[src/rtl/uart_pkg.sv]
// uart_pkg: shared UART state encoding, data width and line idle level
package uart_pkg;
  localparam int DATA_BITS = 8;
  localparam logic LINE_IDLE = 1'b1;
  typedef enum logic [2:0] {IDLE, START, DATA, PARITY, STOP, WAIT_HIGH} uart_state_t;
endpackage

[src/rtl/uart_sync2.sv]
// uart_sync2: 1-bit two-flop synchronizer (clock, reset_n, d -> q) with parameterised reset value
module uart_sync2 #(
  parameter logic RST_VAL = 1'b1
) (
  input  logic clock,
  input  logic reset_n,
  input  logic d,
  output logic q
);
  logic meta;
  always_ff @(posedge clock or negedge reset_n)
    if (!reset_n) {q, meta} <= {RST_VAL, RST_VAL};
    else {q, meta} <= {meta, d};
endmodule

[src/rtl/uart_receiver.sv]
// uart_receiver: 8N1 UART receiver (clock, reset_n, rxd -> rx_DATA, rx_done, frame_error); even parity + parity_error when UART_RX_PARITY_EN is defined
module uart_receiver
  import uart_pkg::*;
#(
  parameter int CLKS_PER_BIT = 16
) (
  input  logic                 clock,
  input  logic                 reset_n,
  input  logic                 rxd,
  output logic [DATA_BITS-1:0] rx_DATA,
  output logic                 rx_done,
  output logic                 frame_error
`ifdef UART_RX_PARITY_EN
  ,
  output logic                 parity_error
`endif
);
  localparam int CW = $clog2(CLKS_PER_BIT);
  localparam logic [CW-1:0] MID = CW'(CLKS_PER_BIT / 2 - 1);
  localparam logic [CW-1:0] LAST = CW'(CLKS_PER_BIT - 1);
  localparam logic [2:0] LAST_BIT = 3'(DATA_BITS - 1);
  uart_state_t state;
  logic [CW-1:0] cnt;
  logic [2:0] bit_idx;
  logic [DATA_BITS-1:0] shreg;
  logic rxs;
`ifdef UART_RX_PARITY_EN
  logic par_bit;
`endif
  uart_sync2 #(.RST_VAL(LINE_IDLE)) u_sync (
    .clock  (clock),
    .reset_n(reset_n),
    .d      (rxd),
    .q      (rxs)
  );
  always_ff @(posedge clock or negedge reset_n) begin
    if (!reset_n) begin
      state       <= IDLE;
      cnt         <= '0;
      bit_idx     <= '0;
      shreg       <= '0;
      rx_DATA     <= '0;
      rx_done     <= 1'b0;
      frame_error <= 1'b0;
`ifdef UART_RX_PARITY_EN
      par_bit      <= 1'b0;
      parity_error <= 1'b0;
`endif
    end else begin
      rx_done     <= 1'b0;
      frame_error <= 1'b0;
`ifdef UART_RX_PARITY_EN
      parity_error <= 1'b0;
`endif
      case (state)
        IDLE: begin
          bit_idx <= '0;
          cnt     <= '0;
          if (!rxs) state <= START;
        end
        START: begin
          cnt <= cnt == MID ? '0 : cnt + 1'b1;
          if (cnt == MID) state <= rxs ? IDLE : DATA;
        end
        DATA: begin
          cnt <= cnt == LAST ? '0 : cnt + 1'b1;
          if (cnt == LAST) begin
            shreg[bit_idx] <= rxs;
            bit_idx        <= bit_idx + 1'b1;
`ifdef UART_RX_PARITY_EN
            if (bit_idx == LAST_BIT) state <= PARITY;
`else
            if (bit_idx == LAST_BIT) state <= STOP;
`endif
          end
        end
`ifdef UART_RX_PARITY_EN
        PARITY: begin
          cnt <= cnt == LAST ? '0 : cnt + 1'b1;
          if (cnt == LAST) begin
            par_bit <= rxs;
            state   <= STOP;
          end
        end
`endif
        STOP: begin
          cnt <= cnt == LAST ? '0 : cnt + 1'b1;
          if (cnt == LAST) begin
            if (!rxs) begin
              frame_error <= 1'b1;
              state       <= WAIT_HIGH;
`ifdef UART_RX_PARITY_EN
            end else if ((^shreg) != par_bit) begin
              parity_error <= 1'b1;
              state        <= IDLE;
`endif
            end else begin
              rx_DATA <= shreg;
              rx_done <= 1'b1;
              state   <= IDLE;
            end
          end
        end
        WAIT_HIGH: begin
          cnt <= '0;
          if (rxs) state <= IDLE;
        end
        default: state <= IDLE;
      endcase
    end
  end
endmodule

[config.mk]
export PLATFORM = sky130hd
export DESIGN_NAME = uart_receiver
export DESIGN_NICKNAME = d
export VERILOG_FILES = /design/src/rtl/uart_pkg.sv /design/src/rtl/uart_sync2.sv /design/src/rtl/uart_receiver.sv
export SDC_FILE = /design/constraint.sdc
export NUM_CORES = 1
export LEC_CHECK = 0
export BUFFER_PORTS_ARGS = -buffer_cell sky130_fd_sc_hd__buf_2
export CELL_PAD_IN_SITES_DETAIL_PLACEMENT = 1
export CELL_PAD_IN_SITES_GLOBAL_PLACEMENT = 2
export CORE_UTILIZATION = 35
export CTS_CLUSTER_SIZE = 12
export DETAILED_ROUTE_END_ITERATION = 12
export PLACE_DENSITY_LB_ADDON = 0.1
export SYNTH_ARGS = -nofsm -noshare
export SYNTH_HDL_FRONTEND = slang
export SYNTH_SLANG_ARGS = --single-unit
[constraint.sdc]
create_clock -name clock -period 1.5 [get_ports clock]
set_input_delay 0.075 -clock clock [delete_from_list [all_inputs] [get_ports clock]]
set_output_delay 0.075 -clock clock [all_outputs]
set_load 0.02 [all_outputs]
==> results of run 1 <==
[state kept, by name (all words and copies together), names as in the netlist]
| register | flops |
|---|---|
| cnt | 4 |
| rx_DATA | 8 |
| u_sync.q | 1 |
| frame_error | 1 |
| bit_idx | 3 |
| shreg | 8 |
| state | 3 |
| rx_done | 1 |
| u_sync.meta | 1 |
[path summary, 6_finish.rpt]
| kind | startpoint | end | slack (ps) | depth (start not counted) |
|---|---|---|---|---|
| worst max-delay path | state[2]$_DFFE_PN0P_ | shreg[2]$_DFFE_PN0P_ | -70 | 5 |
| worst min-delay path | reset_n | rx_done$_DFF_PN0_ | 350 | 2 |
| worst max register to register | state[2]$_DFFE_PN0P_ | shreg[2]$_DFFE_PN0P_ | -70 | 5 |
| worst min register to register | u_sync.meta$_DFF_PN1_ | u_sync.q$_DFF_PN1_ | 350 | 0 |
| max in group asynchronous | reset_n | bit_idx[0]$_DFFE_PN0P_ | 670 | 2 |
| min in group clock | u_sync.meta$_DFF_PN1_ | u_sync.q$_DFF_PN1_ | 350 | 0 |
[power breakdown]
part	total (W)	switching, W	internal, W
clock	0.00104	0.000327	0.000709
sequential	0.000972	0.0000883	0.000884
combinational	0.000832	0.000422	0.000410
total	0.00284	0.000837	0.00200
[layout make-up]
type | instances | area share, %
flip-flops and latches | 30 | 38.90
multi-input cells | 86 | 36.71
repair buffers | 37 | 13.23
clock buffers | 6 | 4.258
well taps | 50 | 3.226
clock inverters | 2 | 3.097
inverters | 3 | 0.5806
[Yosys cell counts]
| library cell | instances |
|---|---|
| nand3_1 | 6 |
| nor3_4 | 1 |
| ha_1 | 3 |
| mux2_2 | 16 |
| o32a_1 | 1 |
| o41ai_1 | 1 |
| a32o_1 | 1 |
| and2_1 | 1 |
| inv_1 | 3 |
| and3_1 | 1 |
| dfrtp_1 | 28 |
| nor3_2 | 1 |
| nor4_1 | 2 |
| nor2b_1 | 3 |
| clkbuf_1 | 2 |
| o21ai_0 | 5 |
| nand2_1 | 9 |
| a22oi_1 | 2 |
| nor4_4 | 1 |
| a211oi_1 | 1 |
| nand2_2 | 1 |
| o311a_1 | 1 |
| and3b_1 | 1 |
| nand3_4 | 1 |
| o31ai_1 | 1 |
| or2b_1 | 1 |
| a41oi_2 | 1 |
| or2_4 | 1 |
| buf_2 | 2 |
| a21oi_1 | 5 |
| nor2_1 | 9 |
| and2b_1 | 1 |
| o21a_1 | 1 |
| nor3_1 | 2 |
| nand2b_1 | 1 |
| buf_6 | 2 |
| dfstp_2 | 2 |
| o2bb2ai_1 | 1 |
| mux2_4 | 1 |
| nand4_1 | 1 |
| a2111oi_0 | 1 |
[per-layer routing]
| metal | share of wire (%) | wire length, um | up-vias |
|---|---|---|---|
| li1 | - | - | 526 |
| met1 | 47 | 1669 | 558 |
| met2 | 49 | 1765 | 19 |
| met3 | 3.3 | 117 | 4 |
| met4 | 0.98 | 35 | 0 |
| met5 | 0 | 0 | - |
[layout by cell type, fill, tap and decap left out, types with 2 or more instances in the layout]
master          n
dfrtp_1        27
buf_4          22
mux2_2         16
buf_2          12
nor2_1          9
nand2_1         9
clkbuf_8        6
a21oi_1         5
o21ai_0         5
nand3_1         4
inv_1           3
nor2b_1         3
nor4_1          2
a22oi_1         2
nor3_1          2
nand3_2         2
ha_1            2
bufinv_16       2
dlygate4sd3_1   2
dfstp_2         2
[worst register-to-register path, cell delays in order, from the launching register on]
cell and delay, ps:
dfrtp_1 400, or2_4 280, nor4_4 280, buf_4 170, nand2_1 60, mux2_2 270
[through the flow]
stage          cells  setup TNS (ps)  utilization, %  setup slack (ps)  hold slack, ps
2_1_floorplan    125          -49.12               -            -41.74          -220.6
3_3_place_gp     200          -43.24           42.57            -43.24           148.9
3_5_place_dp     200          -269.5           42.57            -89.69           158.5
4_1_cts          213          -494.0           47.61            -76.85           356.1
5_1_grt          214           -1134           48.48            -125.4           360.7
6_report         214          -310.9           48.48            -68.97           353.6
[what timing repair did]
action,4_1_cts,5_1_grt
setup endpoints to repair,18,21
endpoints found under the hold margin,29,0
setup buffers,3,2
hold buffers,2,0
pin swaps,6,5
resized for setup,3,7
[cells by family (layout without fill, tap and decap cells)]
logic type | Yosys count | in the layout | synth area share, %
simple gates | 44 | 44 | 18.28
buf+inv | 9 | 48 | 3.501
mux | 17 | 17 | 13.32
fa+ha+maj | 3 | 3 | 2.562
flops | 30 | 30 | 51.41
compound gates | 22 | 22 | 10.93
==> results.py, run 1 <==
metrics = {
    "status": {
        "status": "complete, but fails checks",
        "failed_checks": "setup timing",
    },
    "cts": {
        "cts_sinks": 30,
        "path_clk_slew_ps": 80,
        "insertion_delay_ps": 290,
        "numCtsBuffers": 5,
        "cts_root_buffer": "clkbuf_8",
        "clock_path_buffers": 2,
        "h-tree-depth": 2,
        "cts_tree": "yes",
    },
    "flow_run": {
        "max-cap-violations": 0,
    },
    "floorplanning": {
        "die_h_um": 66.70,
        "rows": 23,
        "die-area_um2": 4449,
        "initial_core_util_pct": 36.63,
        "die_w_um": 66.70,
        "core_um2": 4000,
        "ioPinCount": 13,
    },
    "logic_synthesis": {
        "syn-num-nets": 131,
        "syn_area_um2": 1465,
        "synth_top_area_cell": "dfrtp_1",
        "ys_seq_area_share_pct": 51.41,
        "synth-seq-cells": 30,
        "ys_types": 41,
        "synth_top_area_share_pct": 47.82,
        "postSynthCellCount": 125,
        "ys_warn_count": 0,
        "syn_area_per_cell_um2": 11.72,
        "yosys-top-cells-area": "dfrtp_1, mux2_2, dfstp_2",
    },
    "routing": {
        "routedWlPerCell_um": 16.76,
        "ant_nets": 0,
        "dr.pass1.iters": 4,
        "drc": 0,
        "viasPerCell": 5.173,
        "num_vias": 1107,
        "routed_wirelength_um": 3587,
        "drt-initial-drc-count": 38,
    },
    "sta": {
        "maxClockFrequency_mhz": 637.4,
        "fin_ws_ps": -68.97,
        "drv_slew": 0,
        "hold_viol_final": 0,
        "period_share_pct": 104.6,
        "setup_viol": 6,
        "worst_pin_slew_ps": 673.4,
        "relSlewSlack_pct": 55.10,
        "rsz0062_at_grt": "yes",
        "period_needed_ps": 1569,
        "skew_ps": 11.04,
    },
    "place": {
        "dpl.hpwl_um": 2463,
        "gp_congestion": 0.7424,
        "io_buffers": 12,
        "place_area_um2": 1703,
    },
    "setup_path": {
        "cp.arrival_ps": 1740,
        "required_ps": 1670,
        "critPathMaxFanout": 4,
        "end_kind": "flip-flop",
        "slowest_stage": "dfrtp_1",
        "crit_type": "flip-flop to flip-flop",
        "critPathMaxStageDelay_ps": 400,
        "path_cells": "or2_4, nor4_4, buf_4, nand2_1, mux2_2",
        "worstSetupStartpointType": "flip-flop",
        "crit_buf_inv": 1,
        "crit_family": "simple AND/OR/NAND/NOR gates",
    },
    "pwr": {
        "peakVddDrop_mv": 1.127,
        "p_leak_nw": 0.9364,
        "p_total_w": 0.002840,
        "power_density_nw_per_um2": 1464,
    },
    "global_route": {
        "grt_max_degree": 31,
        "grt-ovfl-total": 0,
        "met3_usage_pct": 5.137,
        "grt_pass1_vias": 1160,
        "grtUsageTotal_pct": 18.55,
        "antenna_found_initial": 0,
        "met2_usage_pct": 29.92,
        "grt_pass1_wl_um": 5906,
        "use_met1_pct": 23.93,
        "top_usage_layer": "met2",
    },
    "worst_hold_path": {
        "hp-class": "primary input to asynchronous set/reset pin",
    },
    "layout": {
        "stdcell_area_um2": 1939,
        "fillers": 432,
        "seqCellArea_um2": 754.5,
        "area_delta_synth_final_pct": 32.37,
        "layout.nets": 169,
        "layout-drive-gt1-share_pct": 46.95,
        "multi_input_area_um2": 711.9,
        "diodes": 0,
    },
}
Power figures use the tool's default switching activity.
==> run 2: changes to the inputs <==
--- a/config.mk
+++ b/config.mk
@@ -5,12 +5,12 @@
 export SDC_FILE = /design/constraint.sdc
 export NUM_CORES = 1
 export LEC_CHECK = 0
-export BUFFER_PORTS_ARGS = -buffer_cell sky130_fd_sc_hd__buf_2
 export CELL_PAD_IN_SITES_DETAIL_PLACEMENT = 1
 export CELL_PAD_IN_SITES_GLOBAL_PLACEMENT = 2
 export CORE_UTILIZATION = 35
 export CTS_CLUSTER_SIZE = 12
 export DETAILED_ROUTE_END_ITERATION = 12
+export DONT_BUFFER_PORTS = 1
 export PLACE_DENSITY_LB_ADDON = 0.1
 export SYNTH_ARGS = -nofsm -noshare
 export SYNTH_HDL_FRONTEND = slang
==> results.py, run 2 (same netlist as run 1, synthesis figures left out) <==
metrics = {
    "status": {
        "failed_checks": "setup timing",
        "status": "complete, but fails checks",
    },
    "pwr": {
        "peakVddDrop_mv": 0.6451,
        "power_density_nw_per_um2": 1289,
        "p_clk_share_pct": 27.2,
        "p_leak_nw": 0.9041,
        "p_sw_w": 0.0007940,
        "p_int_w": 0.001662,
        "p_seq_share_pct": 39.1,
        "pwr-share-comb_pct": 33.7,
        "p_sw_share_pct": 32.33,
    },
    "cts": {
        "insertion_delay_ps": 280,
        "cts_tree": "yes",
        "path_clk_slew_ps": 60,
        "clock_path_buffers": 2,
        "numCtsBuffers": 5,
        "cts_root_buffer": "clkbuf_8",
        "cts_sinks": 30,
        "h-tree-depth": 2,
    },
    "routing": {
        "viasPerCell": 5.182,
        "dr.pass1.iters": 4,
        "drc": 0,
        "routedWlPerCell_um": 16.47,
        "routed_wirelength_um": 3442,
        "ant_nets": 0,
        "drt-initial-drc-count": 40,
        "num_vias": 1083,
    },
    "global_route": {
        "grt_max_degree": 31,
        "grt_pass1_vias": 1171,
        "grtUsageTotal_pct": 17.34,
        "grt-ovfl-total": 0,
        "antenna_found_initial": 0,
        "grt_pass1_wl_um": 5499,
    },
    "sta": {
        "maxClockFrequency_mhz": 633.9,
        "skew_ps": 5.106,
        "period_share_pct": 105.2,
        "setup-tns-final_ps": -733.7,
        "period_needed_ps": 1577,
        "rsz0062_at_grt": "yes",
        "holdWs_ps": 238.8,
        "hold_viol_final": 0,
        "setup_viol": 13,
        "fin_ws_ps": -77.43,
        "worst_pin_slew_ps": 354.8,
        "drv_slew": 0,
        "relSlewSlack_pct": 76.28,
    },
    "place": {
        "io_buffers": 0,
        "gp_congestion": 0.8164,
        "place_area_um2": 1650,
        "dpl.hpwl_um": 2329,
    },
    "layout": {
        "layout_common_cells": "dfrtp_1, buf_4, mux2_2, nor2_1, nand2_1",
        "largestRegisters": "rx_DATA: 8 flops, shreg: 8 flops, cnt: 4 flops",
        "area_delta_synth_final_pct": 30.06,
        "stdcell_area_um2": 1906,
        "fillers": 455,
        "finish.utilization_pct": 47.64,
        "diodes": 0,
        "layout.nets": 164,
        "layout-drive-gt1-share_pct": 44.03,
        "final_common_cell": "dfrtp_1",
    },
    "setup_path": {
        "r2r_start": "state[2]$_DFFE_PN0P_",
        "path_cells": "buf_4, or2b_1, nor3_4, nand2_2, mux2_2",
        "critPathMaxFanout": 4,
        "r2r_setup_slack_ps": -80,
        "critPathMaxStageDelay_ps": 350,
        "required_ps": 1670,
        "slowest_stage": "dfrtp_1",
        "crit_family": "simple AND/OR/NAND/NOR gates",
        "crit_type": "flip-flop to flip-flop",
        "r2r_end": "rx_DATA[6]$_DFFE_PN0P_",
        "crit_cells": 5,
        "startpoint": "state[2]$_DFFE_PN0P_",
        "endpoint": "rx_DATA[6]$_DFFE_PN0P_",
        "end_kind": "flip-flop",
        "cp.arrival_ps": 1740,
        "r2r.worst_path.cells": 5,
        "worstSetupStartpointType": "flip-flop",
        "crit_buf_inv": 1,
    },
    "floorplanning": {
        "die_h_um": 66.70,
        "initial_core_util_pct": 36.63,
        "rows": 23,
        "die_w_um": 66.70,
        "core_um2": 4000,
        "ioPinCount": 13,
        "die-area_um2": 4449,
    },
    "flow_run": {
        "max-cap-violations": 0,
    },
    "worst_hold_path": {
        "hp-class": "primary input to asynchronous set/reset pin",
    },
}
-- run 2: layer usage --
layer | up-vias | routed length [um] | track usage, %
met1 | 541 | 1640 | 22.28
met4 | 0 | 40 | 7.181
li1 | 524 | - | -
met3 | 4 | 110 | 5.137
met2 | 14 | 1651 | 26.89
met5 | - | 0 | 0
-- run 2: worst min-delay path by stage --
stage,start,cells after the start,endpoint,slack [ps]
5_1_grt,reset_n,2,frame_error$_DFF_PN0_,260
2_1_floorplan,reset_n,0,bit_idx[0]$_DFFE_PN0P_,-220
3_5_place_dp,reset_n,0,state[1]$_DFFE_PN0P_,-220
3_3_place_gp,reset_n,0,state[0]$_DFFE_PN0P_,-220
4_1_cts,reset_n,2,state[0]$_DFFE_PN0P_,240
6_report,reset_n,2,state[1]$_DFFE_PN0P_,240
-- run 2: power groups by stage --
stage          Sequential, W  Combinational (W)  Clock, W
2_1_floorplan       0.000962           0.000474         0
3_3_place_gp        0.000973           0.000706         0
3_5_place_dp        0.000975           0.000724         0
4_1_cts             0.000961           0.000775  0.000684
5_1_grt             0.000968           0.000927  0.000710
6_report            0.000960           0.000829  0.000667
-- run 2: layout make-up --
cell class              count  area, um2  share of cell area, %
inverters                   3      11.26                 0.5909
well taps                  50      62.56                  3.283
clock inverters             1      5.005                 0.2626
clock buffers               7      86.33                  4.531
flip-flops and latches     30      753.2                  39.53
multi-input cells          87      729.5                  38.28
repair buffers             31      257.7                  13.53
-- run 2: through the flow --
step	power (W)	setup WS (ps)	cells
6_report	0.002456	-77.43	209
5_1_grt	0.002605	-133.1	209
3_5_place_dp	0.001699	-64.85	189
2_1_floorplan	0.001436	-41.74	125
3_3_place_gp	0.001679	-72.93	189
4_1_cts	0.002420	-78.40	204
-- run 2: what timing repair did --
action / 4_1_cts / 5_1_grt
gates cloned: 0 / 1
pin swaps: 5 / 9
endpoints found under the setup margin: 18 / 21
buffers inserted: 4 / 4
hold endpoints to repair: 31 / 0
gates resized for setup: 6 / 6
hold buffers: 3 / 0
